File: src/rtl/pwm_motor_ctrl_pkg.sv
// Shared constants and state encoding for the multi-channel motor PWM block.
package pwm_motor_ctrl_pkg;

    localparam int CH_N_DFLT         = 2;
    localparam int DUTY_W_DFLT       = 8;
    localparam int PRESC_W_DFLT      = 16;
    localparam int RAMP_STEP_DFLT    = 4;
    localparam int DEAD_PERIODS_DFLT = 2;

    // state      | meaning
    // ST_RUN     | applied duty slews toward the target duty
    // ST_BRAKE   | reversal requested, applied duty slews down to zero
    // ST_DEAD    | bridge held low for whole periods before the direction flips
    typedef enum logic [1:0] {
        ST_RUN   = 2'd0,
        ST_BRAKE = 2'd1,
        ST_DEAD  = 2'd2
    } ch_state_e;

    localparam logic high_p = 1'b1;
    localparam logic low_p  = 1'b0;

endpackage

File: src/rtl/pwm_motor_ctrl_channel.sv
// One motor channel: target registers, ramp/brake/dead-time FSM and output flops.
// state    | meaning
// ST_RUN   | cur ramps toward tgt_duty by at most RAMP_STEP per period
// ST_BRAKE | cur ramps down to zero before a reversal
// ST_DEAD  | output forced low, dcnt counts whole periods, then Dir_o flips
module pwm_motor_ctrl_channel
    import pwm_motor_ctrl_pkg::*;
#(
    parameter int DUTY_W       = DUTY_W_DFLT,
    parameter int RAMP_STEP    = RAMP_STEP_DFLT,
    parameter int DEAD_PERIODS = DEAD_PERIODS_DFLT
) (
    input  logic              Clk_i,
    input  logic              Reset_i,
    input  logic              Enable_i,
    input  logic [DUTY_W-1:0] cnt_i,
    input  logic              boundary_i,
    input  logic [DUTY_W-1:0] duty_i,
    input  logic              dir_i,
    input  logic              load_i,
    output logic              pwm_o,
    output logic              dir_o,
    output logic              busy_o
);

    localparam int DCNT_W = (DEAD_PERIODS < 2) ? 1 : $clog2(DEAD_PERIODS + 1);
    localparam logic [DUTY_W:0]   STEP_W    = (DUTY_W+1)'(RAMP_STEP);
    localparam logic [DCNT_W-1:0] DCNT_LAST = DCNT_W'(DEAD_PERIODS - 1);

    ch_state_e         state_q, state_d;
    logic [DUTY_W-1:0] cur_q, cur_d, tgt_duty_q, tgt_duty_d;
    logic              tgt_dir_q, tgt_dir_d, dir_q, dir_d;
    logic [DCNT_W-1:0] dcnt_q, dcnt_d;
    logic              pwm_q, pwm_d, busy_q, busy_d;

    logic [DUTY_W:0]   cur_w, tgt_w, gap_w, ramp_w, brake_w, ramp_nxt_w, brake_nxt_w;
    logic              ramp_up;

    // Target capture, one-boundary-per-step slewing, reversal sequencing and outputs.
    always_comb begin
        tgt_duty_d = load_i ? duty_i : tgt_duty_q;
        tgt_dir_d  = load_i ? dir_i  : tgt_dir_q;
        state_d    = state_q;
        cur_d      = cur_q;
        dir_d      = dir_q;
        dcnt_d     = dcnt_q;

        cur_w       = {1'b0, cur_q};
        tgt_w       = {1'b0, tgt_duty_q};
        ramp_up     = tgt_w > cur_w;
        gap_w       = ramp_up ? (tgt_w - cur_w) : (cur_w - tgt_w);
        ramp_w      = (gap_w < STEP_W) ? gap_w : STEP_W;
        brake_w     = (cur_w < STEP_W) ? cur_w : STEP_W;
        ramp_nxt_w  = ramp_up ? (cur_w + ramp_w) : (cur_w - ramp_w);
        brake_nxt_w = cur_w - brake_w;

        if (!Enable_i) begin
            // Bridge undriven: direction tracks the command so re-enable needs no dead-time.
            state_d = ST_RUN;
            cur_d   = '0;
            dcnt_d  = '0;
            dir_d   = tgt_dir_d;
        end else if (boundary_i) begin
            // The step taken at a boundary always uses the pre-load target.
            case (state_q)
                ST_RUN: begin
                    if (tgt_dir_q == dir_q) begin
                        cur_d = ramp_nxt_w[DUTY_W] ? '1 : ramp_nxt_w[DUTY_W-1:0];
                    end else if (cur_q == '0) begin
                        state_d = ST_DEAD;
                        dcnt_d  = '0;
                    end else begin
                        state_d = ST_BRAKE;
                    end
                end
                ST_BRAKE: begin
                    if (tgt_dir_q == dir_q) begin
                        state_d = ST_RUN;
                    end else begin
                        cur_d = brake_nxt_w[DUTY_W-1:0];
                        if (brake_nxt_w == '0) begin
                            state_d = ST_DEAD;
                            dcnt_d  = '0;
                        end
                    end
                end
                ST_DEAD: begin
                    if (dcnt_q == DCNT_LAST) begin
                        dir_d   = tgt_dir_q;
                        state_d = ST_RUN;
                        dcnt_d  = '0;
                    end else begin
                        dcnt_d = dcnt_q + DCNT_W'(1);
                    end
                end
                default: state_d = ST_RUN;
            endcase
        end

        pwm_d  = (Enable_i && (cnt_i < cur_q) && (state_q != ST_DEAD)) ? high_p : low_p;
        busy_d = (state_d != ST_RUN) || (cur_d != tgt_duty_d);
    end

    // Channel state register.
    always_ff @(posedge Clk_i or negedge Reset_i) begin
        if (!Reset_i) begin
            state_q    <= ST_RUN;
            cur_q      <= '0;
            tgt_duty_q <= '0;
            tgt_dir_q  <= 1'b0;
            dir_q      <= 1'b0;
            dcnt_q     <= '0;
            pwm_q      <= low_p;
            busy_q     <= 1'b0;
        end else begin
            state_q    <= state_d;
            cur_q      <= cur_d;
            tgt_duty_q <= tgt_duty_d;
            tgt_dir_q  <= tgt_dir_d;
            dir_q      <= dir_d;
            dcnt_q     <= dcnt_d;
            pwm_q      <= pwm_d;
            busy_q     <= busy_d;
        end
    end

    assign pwm_o  = pwm_q;
    assign dir_o  = dir_q;
    assign busy_o = busy_q;

endmodule

File: src/rtl/pwm_motor_ctrl.sv
// Multi-channel motor PWM top: shared prescaler, period counter and wrap pulse.
module pwm_motor_ctrl
    import pwm_motor_ctrl_pkg::*;
#(
    parameter int CH_N         = CH_N_DFLT,
    parameter int DUTY_W       = DUTY_W_DFLT,
    parameter int PRESC_W      = PRESC_W_DFLT,
    parameter int RAMP_STEP    = RAMP_STEP_DFLT,
    parameter int DEAD_PERIODS = DEAD_PERIODS_DFLT
) (
    input  logic                   Clk_i,
    input  logic                   Reset_i,
    input  logic                   Enable_i,
    input  logic [PRESC_W-1:0]     Prescale_i,
    input  logic [CH_N*DUTY_W-1:0] Duty_i,
    input  logic [CH_N-1:0]        Dir_i,
    input  logic [CH_N-1:0]        Load_i,
    output logic [CH_N-1:0]        Pwm_o,
    output logic [CH_N-1:0]        Dir_o,
    output logic [CH_N-1:0]        Busy_o,
    output logic                   Period_o
);

    // Counter runs 0..2^DUTY_W-2 so a full-scale duty stays high all period.
    localparam logic [DUTY_W-1:0] CNT_MAX = {{(DUTY_W-1){1'b1}}, 1'b0};

    logic [PRESC_W-1:0] presc_q, presc_d;
    logic [DUTY_W-1:0]  cnt_q, cnt_d;
    logic               period_q, period_d;
    logic               tick, boundary;

    // Prescaler and period counter; >= keeps the prescaler bounded if Prescale_i shrinks.
    always_comb begin
        presc_d  = '0;
        cnt_d    = '0;
        period_d = low_p;
        tick     = 1'b0;
        boundary = 1'b0;
        if (Enable_i) begin
            tick     = (presc_q >= Prescale_i);
            boundary = tick && (cnt_q == CNT_MAX);
            presc_d  = tick ? '0 : presc_q + PRESC_W'(1);
            cnt_d    = cnt_q;
            if (tick) begin
                cnt_d = (cnt_q == CNT_MAX) ? '0 : cnt_q + DUTY_W'(1);
            end
            period_d = boundary;
        end
    end

    // Shared timing registers.
    always_ff @(posedge Clk_i or negedge Reset_i) begin
        if (!Reset_i) begin
            presc_q  <= '0;
            cnt_q    <= '0;
            period_q <= low_p;
        end else begin
            presc_q  <= presc_d;
            cnt_q    <= cnt_d;
            period_q <= period_d;
        end
    end

    assign Period_o = period_q;

    for (genvar k = 0; k < CH_N; k++) begin : gen_ch
        pwm_motor_ctrl_channel #(
            .DUTY_W       (DUTY_W),
            .RAMP_STEP    (RAMP_STEP),
            .DEAD_PERIODS (DEAD_PERIODS)
        ) u_ch (
            .Clk_i      (Clk_i),
            .Reset_i    (Reset_i),
            .Enable_i   (Enable_i),
            .cnt_i      (cnt_q),
            .boundary_i (boundary),
            .duty_i     (Duty_i[k*DUTY_W +: DUTY_W]),
            .dir_i      (Dir_i[k]),
            .load_i     (Load_i[k]),
            .pwm_o      (Pwm_o[k]),
            .dir_o      (Dir_o[k]),
            .busy_o     (Busy_o[k])
        );
    end

endmodule

File: config.mk
export PLATFORM = sky130hd
export DESIGN_NAME = pwm_motor_ctrl
export DESIGN_NICKNAME = d
export VERILOG_FILES = /design/src/rtl/pwm_motor_ctrl_pkg.sv /design/src/rtl/pwm_motor_ctrl_channel.sv /design/src/rtl/pwm_motor_ctrl.sv
export SDC_FILE = /design/constraint.sdc
export NUM_CORES = 1
export LEC_CHECK = 0
export BUFFER_PORTS_ARGS = -buffer_cell sky130_fd_sc_hd__buf_2
export CORE_UTILIZATION = 55
export DETAILED_ROUTE_END_ITERATION = 8
export GPL_ROUTABILITY_DRIVEN = 1
export GPL_TIMING_DRIVEN = 0
export PLACE_DENSITY = 0.73
export SYNTH_ARGS = -nofsm -noshare
export SYNTH_HDL_FRONTEND = slang
export SYNTH_HIERARCHICAL = 1
export SYNTH_SLANG_ARGS = --single-unit
export TNS_END_PERCENT = 100
File: constraint.sdc
create_clock -name Clk_i -period 10.45 [get_ports Clk_i]
set_input_delay 0.5225 -clock Clk_i [delete_from_list [all_inputs] [get_ports Clk_i]]
set_output_delay 0.5225 -clock Clk_i [all_outputs]
set_load 0.01 [all_outputs]
==> results by group, run 1 <==
Outcome
  – Status: finished clean

STA
  – Worst Max-Slew Pin Slew: around 950 ps
  – Period utilisation layout: about 70%
  – Fin. Hold Viols: 0
  – Setup Skew: 5.95 ps
  – RSZ-0062 raised after global routing: false
  – Setup ws final: 3270 ps
  – Slew HR: a little over a third
  – Tmin final: 7180 ps
  – Final Max Slew Viols: 0
  – Final setup TNS: 0 ps
  – Fmax: around 140 MHz
  – Setup violators final: 0

Logic synthesis
  – Post-Syn Area: between 8000 and 9000 µm²
  – Top cells by area, synth: dfrtp_1, ha_1, o21ai_0
  – Syn avg cell area: 8.02 µm²
  – YS warnings: 6
  – Syn Nets: between 1000 and 1500
  – Cell variety after synth: around 100
  – Asr flop ratio synth: 100%
  – Area leader, netlist: dfrtp_1
  – Synth Flop Type: dfrtp_1
  – Syn Inst Count: 1069
  – Sequential element share of the synthesized area: a little over a fifth
  – Share of the synthesized area in the top cell type: 21.3%
  – Post-synth EDFFs: 0
  – Flops & latches, synth: 73

Route
  – Routed wire length: 22.9 mm
  – WL/cell: about 17 µm
  – DRT antenna net count: 0
  – Via density: roughly 6.2
  – DRC: 0
  – Via count: roughly 8200
  – 1st-iter DRT viols: 850
  – Drt pass-1 iters: 5

Worst setup path
  – Crit. End Element: flop
  – Worst Path Arrival: about 7400 ps
  – CP startpoint kind: flop
  – Worst-path fanout max: 10
  – Critical setup path kind: reg2reg
  – WP data required: 10660 ps

GRT
  – Vias in the first global route: about 7600
  – Gr usage total: approximately 30%
  – First-pass GRT wire length: around 38 mm
  – Largest net degree at the start of global routing: 46
  – Initial antenna violation count: 0
  – Gr ovfl total: 0

Placement
  – Area after DPL: between 9000 and 10000 µm²
  – I/O Buffers: 45
  – Routability cong.: ~0.94
  – Setup WS pre-CTS: approximately 3400 ps
  – Hpwl dp: 17.6 mm

Worst hold path
  – Worst hold path type: in2async

Job
  – Max_cap viols: 0

Floorplanning
  – Die area: roughly 16000 µm²
  – I/O pin total: 46
  – Core area: between 15000 and 20000 µm²
  – Die Span X: around 130 µm
  – Row cnt: 45
  – Chip height: roughly 130 µm
  – Starting density of the core: a little under three fifths

Finish
  – Area Overhead vs Synth: 8.82%
  – Final Cell Area: about 9300 µm²
  – Nets: 1264
  – ANT cells: 0
  – Layout cells sized above 1: a little over a tenth

Clocking
  – Clock transition at the registers of the reported paths: approximately 60 ps
  – # Post-CTS Setup Buffers: 0
  – CTS Root Cell: clkbuf_16
  – CTS tree: built
  – Post-CTS Resized: 0
  – H-tree depth reported by CTS: 3
  – Clk buf depth: 2
  – Clock sinks: 73
  – Hold buffers post-CTS: 0
  – Clock latency on the worst-skew pair: 340 ps
  – Num CTS Buffers: 9

Pwr
  – Power density over the cells: 97.4 nW/µm²
  – Pleak: approximately 0.0042 µW
  – Peak VDD IR: ~0.11 mV
layer usage:
metal | routed length, µm | share of wire, % | GRT usage, %
met1 | 10900 | 48 | 42.3
met2 | 10100 | 44 | 46.0
met3 | 1480 | 6.5 | 4.22
met4 | 360 | 1.6 | 8.75
met5 | 0 | 0 | 0
registers in the layout, indices dropped and copies added, names as in the netlist:
register and cells:
gen_ch.u_ch/tgt_duty_q 16, Period_o 1, gen_ch.u_ch/busy_o 2, gen_ch.u_ch/state_q 4, gen_ch.u_ch/dcnt_q 4, gen_ch.u_ch/dir_o 2
gen_ch.u_ch/pwm_o 2, gen_ch.u_ch/tgt_dir_q 2, presc_q 16, cnt_q 8, gen_ch.u_ch/cur_q 16
critical path, stage by stage, from the launching register on:
cell and delay [ps]:
dfrtp_1 430, clkbuf_1 410, inv_1 280, ha_1 340
buf_2 220, inv_2 80, or4_1 550, o31a_1 250
o31ai_1 450, or2_2 230, and2b_1 200, o211ai_1 110
ha_1 270, nor2b_1 140, mux2_2 350, ha_1 320
a21o_1 170, a21oi_1 230, nor2b_1 70, o21ai_0 230
a21oi_1 200, or2_2 380, mux2_4 310, nand2_4 90
buf_8 140, o311ai_4 110, a2111oi_2 340, nand3_1 130
stage by stage:
| stage | utilization (%) | hold slack [ps] | instances | total power (µW) |
|---|---|---|---|---|
| final | 61.3 | 99.9 | 1319 | 908 |
| after detailed placement | 59.6 | 482 | 1303 | 618 |
| after global routing | 61.3 | 143 | 1319 | 959 |
| after global placement | 59.4 | 528 | 1302 | 612 |
| after CTS | 61.3 | 112 | 1319 | 907 |
| after floorplan | - | 227 | 1069 | 540 |
cell usage in the layout (no fill, tap or decap), drive strengths merged, types with 13 or more instances in the layout:
cell,synthesis,final
buf,18,64
a21oi,70,70
o21ai,82,82
inv,93,93
nand3,48,48
nor3,29,29
xor2,13,13
nand4,19,19
mux2i,24,24
a31oi,20,20
nand2b,21,21
or3,14,14
dfrtp,73,73
xnor2,31,31
nor2b,20,20
ha,93,93
clkbuf,22,33
a21o,19,19
nor2,67,67
a211oi,14,14
nand2,93,93
cells by family (layout without fill, tap and decap cells):
kind of cell	count (synthesis)	after routing	synth area share, %
multiplexers	32	32	3.90
flip-flops	73	73	21.3
adder cells (fa/ha/maj)	99	99	15.0
XOR/XNOR	44	44	4.72
buffers and inverters	133	195	6.80
AO/OA/AOI/OAI	315	315	25.4
other	2	2	0.0876
AND/OR/NAND/NOR	371	371	22.8
path summary, 6_finish.rpt:
kind                       slack, ps                startpoint                            to  cells after the start
max                             3270   gen_ch[1].u_ch/cur_q[3]         gen_ch[1].u_ch/busy_o                     27
min                              100                   Reset_i  gen_ch[1].u_ch/tgt_duty_q[5]                      1
max reg2reg                     3270   gen_ch[1].u_ch/cur_q[3]         gen_ch[1].u_ch/busy_o                     27
min reg2reg                      540  gen_ch[1].u_ch/dcnt_q[1]      gen_ch[1].u_ch/dcnt_q[1]                      1
max in group asynchronous       9770                   Reset_i  gen_ch[0].u_ch/tgt_duty_q[0]                      2
min in group Clk_i               440                  Dir_i[0]      gen_ch[0].u_ch/tgt_dir_q                      2
power by group:
part / total [µW] / switching (µW) / internal, µW / leakage [µW]
combinational: 317 / 192 / 125 / 0.00307
clock: 289 / 129 / 160 / 0.000122
sequential: 302 / 10.4 / 291 / 0.000963
final cells by class:
cell class	count	area [µm²]
Tap cell	188	235
Clock buffer	11	233
Timing Repair Buffer	46	255
Sequential cell	73	1830
Buffer	40	229
Fill cell	1384	5880
Inverter	93	354
Clock inverter	5	32.5
Multi-Input combinational cell	863	6160
Yosys cell counts (21+ instances only):
library cell and instances:
clkbuf_1 21, o21ai_0 75, nor3_1 28, dfrtp_1 73, xnor2_1 30, mux2i_1 24
nand3_1 47, nor2_1 65, a21oi_1 67, ha_1 93, inv_1 91, nand2_1 92
Note: power is estimated with default switching activity, not from simulation.
==> inputs of run 2 (changes only) <==
--- a/config.mk
+++ b/config.mk
@@ -10,7 +10,7 @@
 export DETAILED_ROUTE_END_ITERATION = 8
 export GPL_ROUTABILITY_DRIVEN = 1
 export GPL_TIMING_DRIVEN = 0
-export PLACE_DENSITY = 0.73
+export PLACE_DENSITY = 0.76
 export SYNTH_ARGS = -nofsm -noshare
 export SYNTH_HDL_FRONTEND = slang
 export SYNTH_HIERARCHICAL = 1
==> constraint.sdc (replaced) <==
create_clock -name Clk_i -period 6.5 [get_ports Clk_i]
set_input_delay 0.325 -clock Clk_i [delete_from_list [all_inputs] [get_ports Clk_i]]
set_output_delay 0.325 -clock Clk_i [all_outputs]
set_load 0.01 [all_outputs]
==> run 2 against run 1 <==
Against the previous run:
- sequential share of layout area is 0.44 points lower
- register-to-register slack lost 3200 ps
- critical path depth increased by 1
- sequential cell count did not move
- global-route usage down 0.28 points
- cell area increased by 3.1%
- critical endpoint unchanged
- largest power group unchanged
==> results by group, run 2 (same netlist as run 1, synthesis figures left out) <==
Clocking
  – Num CTS Buffers: 9 (unchanged)
  – CTS tree: built
  – H-tree depth reported by CTS: 3 (unchanged)
  – Clock latency on the worst-skew pair: 350 ps (about the same)
  – Clk buf depth: 2 (unchanged)
  – Clock transition at the registers of the reported paths: 60 ps (about the same)
  – CTS Root Cell: clkbuf_16
  – Clock sinks: 73 (unchanged)

Worst hold path
  – Worst hold path type: in2reg

Floorplanning
  – Chip height: 127 µm (unchanged)
  – Starting density of the core: 56.4% (unchanged)
  – Row cnt: 45 (unchanged)
  – Die Span X: 127 µm (unchanged)
  – Die area: 16100 µm² (unchanged)
  – I/O pin total: 46 (unchanged)
  – Core area: 15200 µm² (unchanged)

Finish
  – ANT cells: 0 (unchanged)
  – Top flop regs: gen_ch.u_ch/cur_q x16, gen_ch.u_ch/tgt_duty_q x16, presc_q x16
  – # fillers: 1313 (-5.1%)
  – Most frequent cells in the layout: nand2_1, ha_1, inv_1
  – Commonest non-fill, non-tap cell in the layout: nand2_1
  – Area Overhead vs Synth: 12.2%
  – Nets: 1283 (+1.5%)
  – Layout cells sized above 1: 15.8% (+4.8 points)

Worst setup path
  – Crit. End Element: flop
  – Crit-path slowest cell: dfrtp_2
  – Crit path largest cell delay: 470 ps (-80 ps)
  – Worst-path fanout max: 10 (unchanged)
  – Worst Path Arrival: 6600 ps (-790 ps)
  – WP data required: 6710 ps (-3950 ps)
  – CP startpoint kind: flop
  – Critical setup path kind: reg2reg

STA
  – Worst Max-Slew Pin Slew: 952 ps (+2.33 ps)
  – Setup ws final: 114 ps (-3160 ps)
  – Fin. Hold Viols: 0 (unchanged)
  – Setup Skew: 7.17 ps (+1.23 ps)
  – Slew HR: 36.3% (-0.16 points)
  – Fmax: 157 MHz (+12%)
  – Final Max Slew Viols: 0 (unchanged)
  – Tmin final: 6390 ps (-794 ps)
  – Period utilisation layout: 98.2% (+30 points)
  – Fin Hold WS: 231 ps (+131 ps)
  – Setup violators final: 0 (unchanged)

Pwr
  – Peak VDD IR: 0.141 mV (+27%)
  – Power density over the cells: 157 nW/µm² (+61%)
  – Pleak: 0.00428 µW (+2.9%)

Route
  – Via count: 8439 (+2.4%)
  – 1st-iter DRT viols: 865 (+1.8%)
  – DRC: 0 (unchanged)
  – Via density: 6.31 (+1.0%)
  – Drt pass-1 iters: 6 (+1)
  – WL/cell: 17.9 µm (+3.1%)
  – Routed wire length: 23.9 mm (+4.5%)
  – DRT antenna net count: 0 (unchanged)

Placement
  – Hpwl dp: 17.4 mm (-1.0%)
  – Routability cong.: 0.966 (+2.5%)
  – I/O Buffers: 45 (unchanged)
  – Setup WS pre-CTS: -448 ps (-3890 ps)

Job
  – Max_cap viols: 0 (unchanged)

GRT
  – Gr usage total: 29.2% (-0.28 points)
  – Initial antenna violation count: 0 (unchanged)
  – Largest net degree at the start of global routing: 46 (unchanged)
  – Gr ovfl total: 0 (unchanged)
  – Vias in the first global route: 7583 (-0.46%)
  – First-pass GRT wire length: 37.6 mm (-0.38%)

Outcome
  – Status: finished clean
## run 2: changes by cell type in the layout (fill, tap and decap cells not counted), moves of 4 or more
| cell | before | now |
|---|---|---|
| clkbuf_1 | 23 | 14 |
| dfrtp_2 | 0 | 11 |
| buf_4 | 6 | 28 |
| inv_1 | 91 | 87 |
| a21oi_1 | 67 | 63 |
| dfrtp_1 | 73 | 62 |
| a21oi_2 | 3 | 7 |
## run 2: stage by stage
step	cell area [µm²]	cells	TNS, ps	util (%)	total power, µW
final	9610	1337	0	63.2	1510
after global routing	9610	1337	-137	63.2	1580
after CTS	9390	1319	-15.3	61.8	1480
after detailed placement	9060	1303	-982	59.6	992
after global placement	9030	1302	-753	59.4	983
after floorplan	8570	1069	0	-	868
## run 2: area by class of cell
class                           instances  area [µm²]  area share, %
Tap cell                              188         235           2.45
Sequential cell                        73        1840           19.1
Buffer                                 38         235           2.45
Multi-Input combinational cell        863        6240           64.9
Inverter                               93         367           3.81
Clock inverter                          4        28.8          0.299
Timing Repair Buffer                   67         415           4.32
Clock buffer                           11         253           2.63
## run 2: per-layer routing
| metal | global-route usage (%) | vias up | wire [µm] |
|---|---|---|---|
| met5 | 0 | - | 0 |
| met4 | 9.45 | 0 | 579 |
| met3 | 5.53 | 67 | 1860 |
| met2 | 45.5 | 362 | 10700 |
| met1 | 40.9 | 3959 | 10800 |
| li1 | - | 4051 | - |
## run 2: power by group
group          switching [µW]  internal [µW]  leakage, µW  total (µW)
Clock                     208            277     0.000134         485
Combinational             324            216      0.00320         540
Sequential               16.9            468     0.000945         485
## run 2: final timing paths
path	startpoint	end	slack, ps	cells past startpoint
worst max-delay path	gen_ch[1].u_ch/cur_q[0]	gen_ch[1].u_ch/busy_o	110	28
min in group asynchronous	Reset_i	gen_ch[1].u_ch/tgt_duty_q[5]	460	2
max in group asynchronous	Reset_i	gen_ch[1].u_ch/cur_q[1]	5440	3
worst max register to register	gen_ch[1].u_ch/cur_q[0]	gen_ch[1].u_ch/busy_o	110	28
worst min-delay path	Dir_i[0]	gen_ch[0].u_ch/tgt_dir_q	230	2
worst min register to register	gen_ch[1].u_ch/dcnt_q[1]	gen_ch[1].u_ch/dcnt_q[1]	550	1
## run 2: critical path: cells and delay by family (launching register included)
family          cells  cell delay (ps)
compound gates     12             2360
simple gates        7             1290
fa+ha+maj           4             1130
mux                 2              660
flops               1              470
buf+inv             3              310
## run 2: timing repair
item / 4_1_cts / 5_1_grt
pin swaps: 1 / 9
hold buffers: 1 / 0
gates resized for setup: 18 / 32
endpoints found under the setup margin: 9 / 2
setup buffers: 2 / 18
hold endpoints to repair: 28 / 0
